$ cat config.mk
export PLATFORM = sky130hd
export DESIGN_NAME = fetch_stage
export DESIGN_NICKNAME = d
export VERILOG_FILES = /design/src/rtl/cpu_types_pkg.sv /design/src/rtl/fetch_skid.sv /design/src/rtl/fetch_stage.sv
export SDC_FILE = /design/constraint.sdc
export NUM_CORES = 1
export LEC_CHECK = 0
export ABC_AREA = 1
export CORE_MARGIN = 4
export CORE_UTILIZATION = 45
export CTS_CLUSTER_DIAMETER = 200
export CTS_CLUSTER_SIZE = 12
export DETAILED_ROUTE_END_ITERATION = 7
export GPL_TIMING_DRIVEN = 0
export HOLD_SLACK_MARGIN = 0.12
export PLACE_DENSITY_LB_ADDON = 0.12
export SYNTH_ARGS = -nofsm -noshare
export SYNTH_HDL_FRONTEND = slang
export SYNTH_SLANG_ARGS = --single-unit
$ cat constraint.sdc
create_clock -name CLK -period 2.2 [get_ports CLK]
set_input_delay 0.44 -clock CLK [delete_from_list [all_inputs] [get_ports CLK]]
set_output_delay 0.44 -clock CLK [all_outputs]
set_load 0.05 [all_outputs]
$ cat src/rtl/cpu_types_pkg.sv
// Shared types for the pipeline front end: machine word, fetch FSM states, NOP encoding.
// The helper computes the sequential fetch address (wraps modulo 2^32).
package cpu_types_pkg;

    typedef logic [31:0] word_t;

    typedef enum logic [1:0] {
        FETCH = 2'd0,
        DRAIN = 2'd1,
        HOLD  = 2'd2,
        HALT  = 2'd3
    } fetch_state_t;

    localparam word_t NOP_INSTR = 32'h0000_0000;

    function automatic word_t pc_plus4(input word_t pc);
        return pc + 32'd4;
    endfunction

endpackage

$ cat src/rtl/fetch_skid.sv
// One-entry skid register holding an instruction word captured while IF/ID is stalled.
// Clear takes priority over load.
module fetch_skid
    import cpu_types_pkg::*;
(
    input  logic  i_clk,
    input  logic  i_rst,
    input  logic  i_load,
    input  logic  i_clear,
    input  word_t i_word,
    output logic  o_valid,
    output word_t o_word
);

    logic  r_valid;
    word_t r_word;

    // Captured word and its valid flag
    always_ff @(posedge i_clk or posedge i_rst) begin
        if (i_rst) begin
            r_valid <= 1'b0;
            r_word  <= NOP_INSTR;
        end else if (i_clear) begin
            r_valid <= 1'b0;
            r_word  <= NOP_INSTR;
        end else if (i_load) begin
            r_valid <= 1'b1;
            r_word  <= i_word;
        end else begin
            r_valid <= r_valid;
            r_word  <= r_word;
        end
    end

    assign o_valid = r_valid;
    assign o_word  = r_word;

endmodule

$ cat src/rtl/fetch_stage.sv
// Instruction-fetch stage: owns the PC, requests imem, applies redirects, feeds IF/ID.
// Define IFETCH_SKID_EN to keep a stalled hit in a skid buffer instead of refetching it.
module fetch_stage
    import cpu_types_pkg::*;
#(
    parameter word_t PC_INIT = 32'h0000_0000
) (
    input  logic        CLK,
    input  logic        RST,
    input  logic        stall,
    input  logic        redirect,
    input  logic [31:0] redirect_addr,
    input  logic        halt,
    input  logic        ihit,
    input  logic [31:0] imemload,
    output logic        imemREN,
    output logic [31:0] imemaddr,
    output logic [31:0] ifinstr,
    output logic [31:0] ifJALjump_addr,
    output logic        ifW
);

    fetch_state_t r_state, w_state_nxt;
    word_t        r_pc, w_pc_nxt;
    word_t        r_pend, w_pend_nxt;
    word_t        w_pc_plus4;
    word_t        w_instr, w_link;
    logic         w_ren, w_ifw;

`ifdef IFETCH_SKID_EN
    logic  w_skid_load, w_skid_clear, w_skid_valid;
    word_t w_skid_word;

    fetch_skid u_skid (
        .i_clk   (CLK),
        .i_rst   (RST),
        .i_load  (w_skid_load),
        .i_clear (w_skid_clear),
        .i_word  (imemload),
        .o_valid (w_skid_valid),
        .o_word  (w_skid_word)
    );
`endif

    assign w_pc_plus4 = pc_plus4(r_pc);

    // State, PC and pending redirect target
    always_ff @(posedge CLK or posedge RST) begin
        if (RST) begin
            r_state <= FETCH;
            r_pc    <= PC_INIT;
            r_pend  <= 32'h0000_0000;
        end else begin
            r_state <= w_state_nxt;
            r_pc    <= w_pc_nxt;
            r_pend  <= w_pend_nxt;
        end
    end

    // Next-state and IF/ID outputs; halt beats redirect beats hit/stall
    always_comb begin
        w_state_nxt = r_state;
        w_pc_nxt    = r_pc;
        w_pend_nxt  = r_pend;
        w_ren       = 1'b0;
        w_ifw       = 1'b0;
        w_instr     = NOP_INSTR;
        w_link      = w_pc_plus4;
`ifdef IFETCH_SKID_EN
        w_skid_load  = 1'b0;
        w_skid_clear = 1'b0;
`endif
        if (halt) begin
            w_state_nxt = HALT;
            w_link      = 32'h0000_0000;
        end else begin
            case (r_state)
                FETCH: begin
                    w_ren = 1'b1;
                    if (redirect) begin
                        // Flush IF/ID even under stall; a miss must first retire the old request
                        w_ifw = 1'b1;
                        if (ihit) begin
                            w_pc_nxt = redirect_addr;
                        end else begin
                            w_pend_nxt  = redirect_addr;
                            w_state_nxt = DRAIN;
                        end
                    end else if (ihit && !stall) begin
                        w_ifw    = 1'b1;
                        w_instr  = imemload;
                        w_pc_nxt = w_pc_plus4;
                    end else if (ihit) begin
`ifdef IFETCH_SKID_EN
                        w_skid_load = 1'b1;
                        w_state_nxt = HOLD;
`else
                        w_ifw = 1'b0;
`endif
                    end else begin
                        w_ifw = 1'b0;
                    end
                end
                DRAIN: begin
                    w_ren = 1'b1;
                    if (ihit) begin
                        w_pc_nxt    = redirect ? redirect_addr : r_pend;
                        w_state_nxt = FETCH;
                    end else if (redirect) begin
                        w_pend_nxt = redirect_addr;
                    end else begin
                        w_pend_nxt = r_pend;
                    end
                end
`ifdef IFETCH_SKID_EN
                HOLD: begin
                    w_instr = w_skid_valid ? w_skid_word : NOP_INSTR;
                    if (redirect) begin
                        w_ifw        = 1'b1;
                        w_instr      = NOP_INSTR;
                        w_pc_nxt     = redirect_addr;
                        w_skid_clear = 1'b1;
                        w_state_nxt  = FETCH;
                    end else if (!stall) begin
                        w_ifw        = 1'b1;
                        w_pc_nxt     = w_pc_plus4;
                        w_skid_clear = 1'b1;
                        w_state_nxt  = FETCH;
                    end else begin
                        w_ifw = 1'b0;
                    end
                end
`endif
                HALT: begin
                    w_link = 32'h0000_0000;
                end
                default: begin
                    w_state_nxt = FETCH;
                end
            endcase
        end
    end

    assign imemREN        = w_ren & ~RST;
    assign imemaddr       = r_pc;
    assign ifW            = w_ifw & ~RST;
    assign ifinstr        = RST ? NOP_INSTR : w_instr;
    assign ifJALjump_addr = RST ? 32'h0000_0000 : w_link;

endmodule

==> impl_metrics.prom <==
# TYPE chip_impl_metric gauge
chip_impl_info{name="run_status",value="complete, but fails checks"} 1
chip_impl_info{name="violations_in_the_final_reports",value="negative setup slack"} 1
chip_impl_metric{name="ant_nets",unit=""} 0
chip_impl_metric{name="maxCapViolCount",unit=""} 0
chip_impl_metric{name="design.die.area",unit="sq um"} 11580
chip_impl_metric{name="maximum_achievable_frequency",unit="GHz"} 0.3846
chip_impl_metric{name="final_antenna_diode_count",unit=""} 0
chip_impl_metric{name="max_h_tree_level",unit=""} 3
chip_impl_metric{name="relative_max_transition_margin",unit="%"} 42.13
chip_impl_metric{name="seq_area_frac_synth",unit="%"} 36.99
chip_impl_metric{name="crit_arrival",unit="ns"} 2.16
chip_impl_metric{name="static-leakage-power",unit="nW"} 3.893
chip_impl_metric{name="syn-cell-area",unit="sq um"} 4466
chip_impl_metric{name="clock_skew",unit="ns"} 0.01262
chip_impl_metric{name="drt_drc_violations_left",unit=""} 0
chip_impl_metric{name="port-buffer-count",unit=""} 167
chip_impl_metric{name="clock_insertion_delay_worst_skew",unit="ns"} 0.36
chip_impl_metric{name="die_x",unit="um"} 107.6
chip_impl_metric{name="pre_antenna_drt_iters",unit=""} 8
chip_impl_metric{name="power_density",unit="nW/um^2"} 383.3
chip_impl_metric{name="grt_max_degree",unit=""} 67
chip_impl_metric{name="hold_viol",unit=""} 0
chip_impl_metric{name="area.growth.synth_to_final",unit="%"} 77.11
chip_impl_metric{name="cellInternalPower",unit="mW"} 2.035
chip_impl_metric{name="first_iter_violations",unit=""} 457
chip_impl_metric{name="placement.cell_area",unit="sq um"} 6639
chip_impl_metric{name="postRouteWirelength",unit="um"} 18600
chip_impl_info{name="type_of_the_worst_min_delay_path",value="in2async"} 1
chip_impl_info{name="worstSetupPathType",value="reg2out"} 1
chip_impl_metric{name="tritoncts.num_buffers",unit=""} 9
chip_impl_metric{name="num_vias",unit=""} 5720
chip_impl_metric{name="final_nets",unit=""} 1019
chip_impl_metric{name="grt-ovfl-total",unit=""} 0
chip_impl_metric{name="globalRouteTotalUtil",unit="%"} 29.20
chip_impl_metric{name="clock-sinks",unit=""} 66
chip_impl_info{name="setup_repair_after_global_routing_missed_its_margin",value="true"} 1
chip_impl_metric{name="core-area",unit="sq um"} 9729
chip_impl_metric{name="via_density_per_instance",unit=""} 5.267
chip_impl_metric{name="io-pin-count",unit=""} 168
chip_impl_metric{name="final_layout_size_suffix_gt1_share",unit="%"} 34.73
chip_impl_metric{name="place_congestion",unit=""} 0.8975
chip_impl_metric{name="net-switching-power",unit="uW"} 996.9
chip_impl_metric{name="slew_viol_final",unit=""} 0
chip_impl_metric{name="design_area",unit="sq um"} 7909
chip_impl_metric{name="clkSlewWorstSetupHoldPaths",unit="ns"} 0.09
chip_impl_metric{name="initial_utilization",unit="%"} 45.90
chip_impl_metric{name="ys_ff_latch",unit=""} 66
chip_impl_info{name="worstSetupStartpointType",value="flop"} 1
chip_impl_metric{name="ir_drop",unit="uV"} 243.1
chip_impl_metric{name="share_comb_of_total_power",unit="%"} 23.7
chip_impl_metric{name="swShare",unit="%"} 32.89
chip_impl_metric{name="die-height",unit="um"} 107.6
chip_impl_info{name="cts_root_buffer",value="clkbuf_8"} 1
chip_impl_metric{name="gate_count_after_technology_mapping",unit=""} 706
chip_impl_metric{name="critPathMaxFanout",unit=""} 5
chip_impl_metric{name="finalWorstPathRequiredPeriod",unit="ns"} 2.600
chip_impl_metric{name="rows",unit=""} 36
chip_impl_metric{name="synth.net_count",unit=""} 777
chip_impl_metric{name="grt_first_pass_wirelength",unit="um"} 26650
chip_impl_metric{name="critical_path_required",unit="ns"} 1.76
chip_impl_info{name="cp-end-kind",value="output port"} 1
chip_impl_metric{name="pwr-share-clk",unit="%"} 33.0
chip_impl_metric{name="drt-wirelength-per-cell",unit="um"} 17.13
chip_impl_metric{name="max_slew.worst_pin.slew",unit="ns"} 0.8680
chip_impl_metric{name="via_count_of_the_first_global_routing_pass",unit=""} 5558
chip_impl_metric{name="dp.final_hpwl",unit="um"} 11940
chip_impl_metric{name="antenna_found_initial",unit=""} 0
chip_impl_metric{name="layout_worst_path_cycle_share",unit="%"} 118.2
chip_impl_metric{name="synth.yosys.warnings",unit=""} 0
chip_impl_metric{name="setup_violations",unit=""} 25
chip_impl_metric{name="ff2ff_setup_slack",unit="ns"} 0.30
chip_impl_metric{name="post_synth.cell_area_avg",unit="sq um"} 6.325
chip_impl_metric{name="clockBufferDepth",unit=""} 2
chip_impl_metric{name="final.setup.worst_slack",unit="ns"} -0.3998
chip_impl_info{name="tritoncts",value="yes"} 1
chip_impl_metric{name="yosys.cell_types.count",unit=""} 33
chip_impl_metric{name="post-route-util",unit="%"} 81.29
chip_impl_metric{name="power_frac_seq",unit="%"} 43.3
## timing repair
action	CTS	global route
resized for setup	502	80
pin swaps	22	39
hold buffers	0	0
gates cloned	0	1
buffers inserted	46	17
setup endpoints to repair	66	66
## logic make-up (layout without fill, tap and decap cells)
family / Yosys count / after routing / share of synthesized area, %
XOR/XNOR: 15 / 15 / 2.942
adder cells (fa/ha/maj): 1 / 1 / 0.2801
AND/OR/NAND/NOR: 385 / 385 / 34.52
AO/OA/AOI/OAI: 111 / 111 / 13.81
multiplexers: 1 / 1 / 0.2522
flip-flops: 66 / 66 / 36.99
buffers and inverters: 127 / 374 / 11.21
## critical path: stages, from the launching register on
cell and delay [ns]:
dfrtp_2 0.42, ha_4 0.17, nand2_4 0.05, nor2_4 0.19, nand2_4 0.10, nor2_4 0.23, xor2_2 0.24, and3_4 0.24
buf_8 0.14
## flip-flops by register name, indices dropped and copies added, names as in the netlist
name      cells
r_state       2
imemaddr     32
r_pend       32
## metal layers
metal	vias up	part of all wire, %	global-route usage [%]
li1	2639	-	-
met5	-	0	0
met4	0	4.0	10.19
met2	322	50	50.98
met3	69	9.9	7.678
met1	2690	36	34.58
## per-stage QoR
step	total power [mW]	worst slack (ns)	hold slack (ns)	TNS, ns	std cells
global route	3.126	-0.4386	0.5346	-7.416	1086
global placement	1.909	-1.481	0.4900	-155.94	1006
detailed placement	1.925	-1.527	0.4976	-79.95	1006
floorplan	1.661	-0.1752	0.4809	-0.7447	706
CTS	2.952	-0.2385	0.4934	-2.859	1068
finish	3.032	-0.3998	0.4626	-6.019	1086
## synthesized netlist by cell type (all sizes together)
| cell type | count | share of area (%) |
|---|---|---|
| mux2 | 1 | 0.25 |
| nor2 | 121 | 11 |
| a22oi | 6 | 1.0 |
| or2 | 3 | 0.42 |
| dfrtp | 66 | 37 |
| a211oi | 1 | 0.17 |
| xnor2 | 2 | 0.39 |
| a21oi | 22 | 2.5 |
| and2 | 2 | 0.28 |
| a31oi | 1 | 0.14 |
| o221ai | 2 | 0.39 |
| nand2 | 237 | 20 |
| ha | 1 | 0.28 |
| o21ai | 66 | 7.4 |
| clkbuf | 13 | 1.1 |
| a2bb2oi | 2 | 0.39 |
| xor2 | 13 | 2.5 |
| a21boi | 11 | 1.8 |
| and3 | 3 | 0.42 |
| nand3 | 19 | 2.2 |
| inv | 99 | 8.3 |
| buf | 15 | 1.8 |
## cell type report
cell class                      instances  area [sq um]
Clock inverter                          4         27.53
Clock buffer                           12         155.1
Inverter                               99         376.6
Sequential cell                        66          1662
Buffer                                 28         197.7
Fill cell                             632          1821
Multi-Input combinational cell        513          3088
Timing Repair Buffer                  231          2236
Tap cell                              133         166.4
## power by group through the flow
| stage | Combinational (mW) | Clock [mW] | Sequential [mW] |
|---|---|---|---|
| floorplan | 0.243 | 0 | 1.42 |
| global placement | 0.573 | 0 | 1.34 |
| detailed placement | 0.587 | 0 | 1.34 |
| CTS | 0.664 | 0.980 | 1.31 |
| global route | 0.771 | 1.04 | 1.32 |
| finish | 0.718 | 1.00 | 1.31 |
## final timing paths
check	startpoint	end	cells after the start
min reg2reg	r_pend[4]	r_pend[4]	1
min	RST	imemaddr[18]	2
max reg2reg	imemaddr[3]	imemaddr[18]	10
min in group CLK	r_pend[4]	r_pend[4]	1
max in group asynchronous	RST	imemaddr[14]	2
max	imemaddr[3]	ifJALjump_addr[18]	8
## layout by cell type (no fill, tap or decap), types with 4 or more instances in the layout
cell type	count
nand2_1	213
clkdlybuf4s50_1	95
inv_1	87
buf_4	81
o21ai_0	62
dfrtp_1	58
nor2_1	49
nor2_2	45
buf_6	37
nor2_4	27
nand2_2	18
a21oi_4	12
buf_2	11
xor2_2	11
clkbuf_8	11
inv_2	10
clkbuf_1	9
a21oi_1	9
buf_8	9
nand3_4	8
dfrtp_2	8
nand2_4	6
nand3_2	6
a22oi_1	6
a21boi_1	6
buf_12	6
nand3_1	5
a21boi_0	5
clkbuf_2	4
dlygate4sd2_1	4
Power figures use the tool's default switching activity.
